**src/rtl/rf_wb_arbiter.sv**
```systemverilog
`default_nettype none
// ============================================================================
// rf_wb_arbiter : register-file write-back arbiter (ALU priority, MDU FIFO)
//                 with per-register pending scoreboard for decode stalls.
// Revision      : 1.0 - initial release
// ============================================================================
module rf_wb_arbiter #(
    parameter int DEPTH = 4
) (
    input  logic                         clk,
    input  logic                         rst,
    input  logic                         alu_valid,
    input  logic [4:0]                   alu_rd,
    input  logic [31:0]                  alu_data,
    input  logic                         mdu_issue,
    input  logic [4:0]                   issue_rd,
    input  logic                         mdu_valid,
    output logic                         mdu_ready,
    input  logic [4:0]                   mdu_rd,
    input  logic [31:0]                  mdu_data,
    input  logic [4:0]                   rs1,
    input  logic [4:0]                   rs2,
    output logic                         rs1_busy,
    output logic                         rs2_busy,
    output logic                         RegWrite,
    output logic [4:0]                   WriteReg,
    output logic [31:0]                  WriteData,
    output logic [$clog2(DEPTH+1)-1:0]   fifo_count
);

    localparam int c_AW = $clog2(DEPTH);
    localparam int c_CW = $clog2(DEPTH+1);

    logic [4:0]      r_fifo_rd   [DEPTH];
    logic [31:0]     r_fifo_data [DEPTH];
    logic [c_AW-1:0] r_wptr;
    logic [c_AW-1:0] r_rptr;
    logic [c_CW-1:0] r_count;
    logic [31:0]     r_pending;

    logic            w_push;
    logic            w_pop;
    logic [4:0]      w_head_rd;
    logic [31:0]     w_head_data;
    logic [31:0]     w_pending_nxt;

    assign mdu_ready   = (r_count != c_CW'(DEPTH));
    assign w_push      = mdu_valid && mdu_ready;
    // The ALU path is never stalled, so the FIFO head only drains on idle ALU cycles.
    assign w_pop       = !alu_valid && (r_count != '0);
    assign w_head_rd   = r_fifo_rd[r_rptr];
    assign w_head_data = r_fifo_data[r_rptr];

    assign rs1_busy    = (rs1 != 5'd0) && r_pending[rs1];
    assign rs2_busy    = (rs2 != 5'd0) && r_pending[rs2];
    assign fifo_count  = r_count;

    // Clear first so that a same-cycle issue to the retiring register stays pending.
    always_comb begin
        w_pending_nxt = r_pending;
        if (w_pop) begin
            w_pending_nxt[w_head_rd] = 1'b0;
        end
        if (mdu_issue) begin
            w_pending_nxt[issue_rd] = 1'b1;
        end
        w_pending_nxt[0] = 1'b0;
    end

    always_ff @(posedge clk) begin
        if (w_push) begin
            r_fifo_rd[r_wptr]   <= mdu_rd;
            r_fifo_data[r_wptr] <= mdu_data;
        end
    end

    always_ff @(posedge clk or posedge rst) begin
        if (rst) begin
            r_wptr    <= '0;
            r_rptr    <= '0;
            r_count   <= '0;
            r_pending <= '0;
            RegWrite  <= 1'b0;
            WriteReg  <= 5'd0;
            WriteData <= 32'd0;
        end else begin
            r_pending <= w_pending_nxt;
            if (w_push) begin
                r_wptr <= r_wptr + c_AW'(1);
            end
            if (w_pop) begin
                r_rptr <= r_rptr + c_AW'(1);
            end
            if (w_push && !w_pop) begin
                r_count <= r_count + c_CW'(1);
            end else if (!w_push && w_pop) begin
                r_count <= r_count - c_CW'(1);
            end

            if (alu_valid) begin
                RegWrite  <= (alu_rd != 5'd0);
                WriteReg  <= alu_rd;
                WriteData <= alu_data;
            end else if (w_pop) begin
                RegWrite  <= (w_head_rd != 5'd0);
                WriteReg  <= w_head_rd;
                WriteData <= w_head_data;
            end else begin
                RegWrite  <= 1'b0;
            end
        end
    end

endmodule
`default_nettype wire

```
**config.mk**
```make
export PLATFORM = sky130hd
export DESIGN_NAME = rf_wb_arbiter
export DESIGN_NICKNAME = d
export VERILOG_FILES = /design/src/rtl/rf_wb_arbiter.sv
export SDC_FILE = /design/constraint.sdc
export NUM_CORES = 1
export LEC_CHECK = 0
export BUFFER_PORTS_ARGS = -buffer_cell sky130_fd_sc_hd__buf_2
export CELL_PAD_IN_SITES_DETAIL_PLACEMENT = 1
export CELL_PAD_IN_SITES_GLOBAL_PLACEMENT = 1
export CORE_MARGIN = 8
export CORE_UTILIZATION = 43
export DETAILED_ROUTE_END_ITERATION = 8
export PLACE_DENSITY = 0.8
export SLEW_MARGIN = 0
export SYNTH_ARGS = -nofsm -noshare
export SYNTH_HDL_FRONTEND = slang
export SYNTH_SLANG_ARGS = --single-unit
```
**constraint.sdc**
```tcl
create_clock -name clk -period 2.2 [get_ports clk]
set_input_delay 0.11 -clock clk [delete_from_list [all_inputs] [get_ports clk]]
set_output_delay 0.11 -clock clk [all_outputs]
set_load 0.01 [all_outputs]
```
==> summary.md <==
| Metric | Value |
|---|---|
| Status | `finished, violations left` |
| Failing checks | `negative setup slack` |
| Die Y | `164 um` |
| Crit path DAT | `2130 ps` |
| Initial antenna violation count | `5` |
| Int Power | `10,400 uW` |
| Comb power frac | `0.307` |
| Delay-heaviest family, CP | `multiplexers` |
| Reported net switching power | `4900 uW` |
| Clock share of power | `0.264` |
| Reg-to-reg slack, setup | `110 ps` |
| Design Area, Final | `12,100 um^2` |
| Worst-path fanout max | `3` |
| GR Util met2 | `0.365` |
| Fin crit share | `1.02` |
| Most frequent cells after synthesis | `148 x edfxtp_1, 102 x nand2_1, 76 x dfrtp_1, 51 x mux4_2, 41 x o21ai_0` |
| FFs w/ async S/R, synth | `0.339` |
| TNS Setup | `-66.2 ps` |
| Setup CP Type | `flop to primary output` |
| Worst hold-check path type | `primary input to flop` |
| Max Freq | `447 MHz` |
| Most frequent cell after synthesis | `edfxtp_1` |
| CTS tree | `built` |
| Number of synthesized flops with an enable pin | `148` |
| Rows | `54` |
| Vias after detailed routing | `6,092` |
| Top cell type by total area after synthesis | `edfxtp_1` |
| Grt met3 use | `0.0365` |
| Hold Crit Start | `alu_valid` |
| Reg2Reg Depth | `4` |
| Synth top area cells | `edfxtp_1 47%, dfrtp_1 20%, mux4_2 12%` |
| Total CTS buffers | `24` |
| Hold Slack | `37.0 ps` |
| Worst setup EP type | `primary output` |
| Share of cells above drive strength 1 | `0.320` |
| Critical Path, Cell by Cell | `mux4_2 -> mux2i_4 -> nor3b_2 -> a311o_1 -> buf_2` |
| Worst Path Buf+Inv | `1` |
| 1st-pass router iterations | `6` |
| First-pass GRT wire length | `41,400 um` |
| Die area | `26,800 um^2` |
| CP peak stage delay | `500 ps` |
| Slew @ Worst Pin | `1050 ps` |
| Starting Density | `0.434` |
| Syn nets | `695` |
| Grt ovf | `0` |
| Synth Flop Type | `edfxtp_1` |
| YS warnings | `0` |
| Synth cell types | `40` |
| Final layout net count | `921` |
| Placed wire-length estimate | `16,500 um` |
| Sequential share of the synthesized area | `0.677` |
| Buffers on Ports | `137` |
| GP Congestion | `0.832` |
| Mapped Area | `9370 um^2` |
| Post-synth top area share | `0.474` |
| Pin count of the biggest net entering global routing | `50` |
| DRT Wirelength | `26,300 um` |
| Iteration-0 DRC Markers | `368` |
| Clk_skew | `20.3 ps` |
| Max clock buf depth | `3` |
| Setup violators final | `2` |
| Worst skew pair latency | `520 ps` |
| WL/cell | `23.4 um` |
| Clock Root Buffer | `clkbuf_16` |
| CTS sink cnt | `224` |
| Hold Path Depth | `3` |
| Reg2Reg Capture Point | `r_pending[22]` |
| H-tree levels | `1` |
| Slew Viols, Final | `0` |
| Most Used Layer, Global Route | `met2` |
| Final Non-Filler Cells | `1,124` |
| Clock-pin slew on the worst setup and hold paths | `70 ps` |
| M1 GR Usage | `0.233` |
| Slowest CP cell | `mux4_2` |
| Number of max-cap violations | `0` |
| # DRC | `0` |
| # IOs | `138` |
| Slew Limit Headroom | `0.298` |
| Vias in the first global route | `7,218` |
| P_leak | `0.00469 uW` |
| #FFs+latches synth | `224` |
| Final Hold Fails | `0` |
| Final Worst Setup Slack | `-35.6 ps` |
| Gate Count Post-Synth | `595` |
| Dpl ws | `16.5 ps` |
| Placed insts | `994` |
| RSZ-0062 raised after global routing | `yes` |
| Antenna Nets Post-Route | `0` |
| Sw frac | `0.321` |
| Vias per cell | `5.42` |
| Syn Area/Cell | `15.8 um^2` |
| DIE WIDTH | `164 um` |
| Endpoint, Worst Hold | `RegWrite` |
| Sequential share of power | `0.429` |
| Core area | `21,600 um^2` |
| Worst vdd ir | `898 uV` |
| Area after DPL | `10,400 um^2` |
| Final worst path period need | `2240 ps` |
| Worst R2R Start | `r_rptr[0]` |
| Tot GR Track Use | `0.199` |
| Pwr Density | `1260 nW/um^2` |
| Worst EP required | `2090 ps` |
| Area Overhead vs Synth | `28.7%` |
| Crit start category | `flop` |
-- metrics by stage --
step / power [uW] / utilization
2_1_floorplan: 9260 / -
6_report: 15300 / 0.558
4_1_cts: 15200 / 0.555
5_1_grt: 16000 / 0.558
3_5_place_dp: 11000 / 0.482
3_3_place_gp: 10700 / 0.482
-- worst max-delay path by stage --
stage | start | endpoint | slack, ps | cells past startpoint
6_report | r_pending[19] | rs2_busy | -40 | 5
5_1_grt | r_pending[23] | rs1_busy | -120 | 5
4_1_cts | r_pending[19] | rs2_busy | -50 | 5
3_5_place_dp | fifo_count[1] | fifo_count[2] | 20 | 9
3_3_place_gp | fifo_count[1] | fifo_count[2] | 170 | 9
2_1_floorplan | fifo_count[0] | fifo_count[2] | 30 | 9
-- logic make-up (layout without fill, tap and decap cells) --
logic type / Yosys count / after routing / share of synthesized area
flip-flops: 224 / 224 / 0.677
other: 0 / 6 / 0
multiplexers: 91 / 91 / 0.166
AND/OR/NAND/NOR: 146 / 146 / 0.0752
buffers and inverters: 44 / 287 / 0.0200
AO/OA/AOI/OAI: 78 / 78 / 0.0473
adder cells (fa/ha/maj): 6 / 6 / 0.00881
XOR/XNOR: 6 / 6 / 0.00561
-- state kept, by name, summed over array words and instances (netlist names) --
signal,cells
WriteReg,5
fifo_count,3
r_fifo_data,128
r_rptr,2
r_fifo_rd,20
RegWrite,1
WriteData,32
r_wptr,2
r_pending,31
-- final cells by class --
type | count | area (um^2)
repair buffers | 232 | 1610
multi-input cells | 327 | 2900
well taps | 280 | 350
clock inverters | 15 | 170
clock buffers | 28 | 616
inverters | 12 | 46.3
fillers | 2110 | 9560
flip-flops and latches | 224 | 6350
diodes | 6 | 15.0
-- cells in the final DEF, fill, tap and decap left out, types with 3 or more instances in the layout --
master | synthesis | final
a222oi_1 | 5 | 5
and3_2 | 0 | 4
and3b_1 | 3 | 3
buf_2 | 12 | 137
buf_4 | 0 | 17
bufinv_16 | 0 | 3
clkbuf_1 | 15 | 4
clkbuf_16 | 0 | 24
clkinv_2 | 0 | 6
clkinvlp_4 | 0 | 3
dfrtp_1 | 76 | 73
dfrtp_2 | 0 | 3
diode_2 | 0 | 6
dlygate4sd3_1 | 0 | 76
edfxtp_1 | 148 | 148
ha_1 | 5 | 5
inv_1 | 12 | 11
mux2_2 | 6 | 4
mux2i_1 | 34 | 32
mux4_2 | 51 | 51
nand2_1 | 102 | 102
nand3b_1 | 3 | 3
nor2_1 | 5 | 5
nor3b_1 | 6 | 4
o21ai_0 | 41 | 41
o21ai_1 | 24 | 24
or3b_1 | 3 | 3
xnor2_1 | 3 | 3
xor2_1 | 3 | 3
-- layer usage --
layer,wire (um),vias up,share of wire
li1,-,2730,-
met1,10300,3118,0.39
met2,14000,194,0.53
met3,1420,50,0.054
met4,583,0,0.022
met5,0,-,0
-- tightest hold or removal path, delay by kind of cell --
family | cells | cell delay [ps]
buffers and inverters | 1 | 190
AOI/OAI and AO/OA | 2 | 190
-- power groups by stage --
stage               clock network, uW  registers (uW)  logic, uW
CTS                              4080            6520       4640
floorplan                           0            6510       2760
detailed placement                  0            6580       4440
finish                           4020            6550       4680
global placement                    0            6440       4240
global route                     4230            6670       5110
-- timing repair --
action                                  in CTS  in global routing
resized for setup                            5                  7
hold buffers                                76                  0
pin swaps                                    3                  2
buffers inserted                             2                  3
endpoints found under the setup margin       3                  4
hold endpoints to repair                   217                  0
Power figures use the tool's default switching activity.
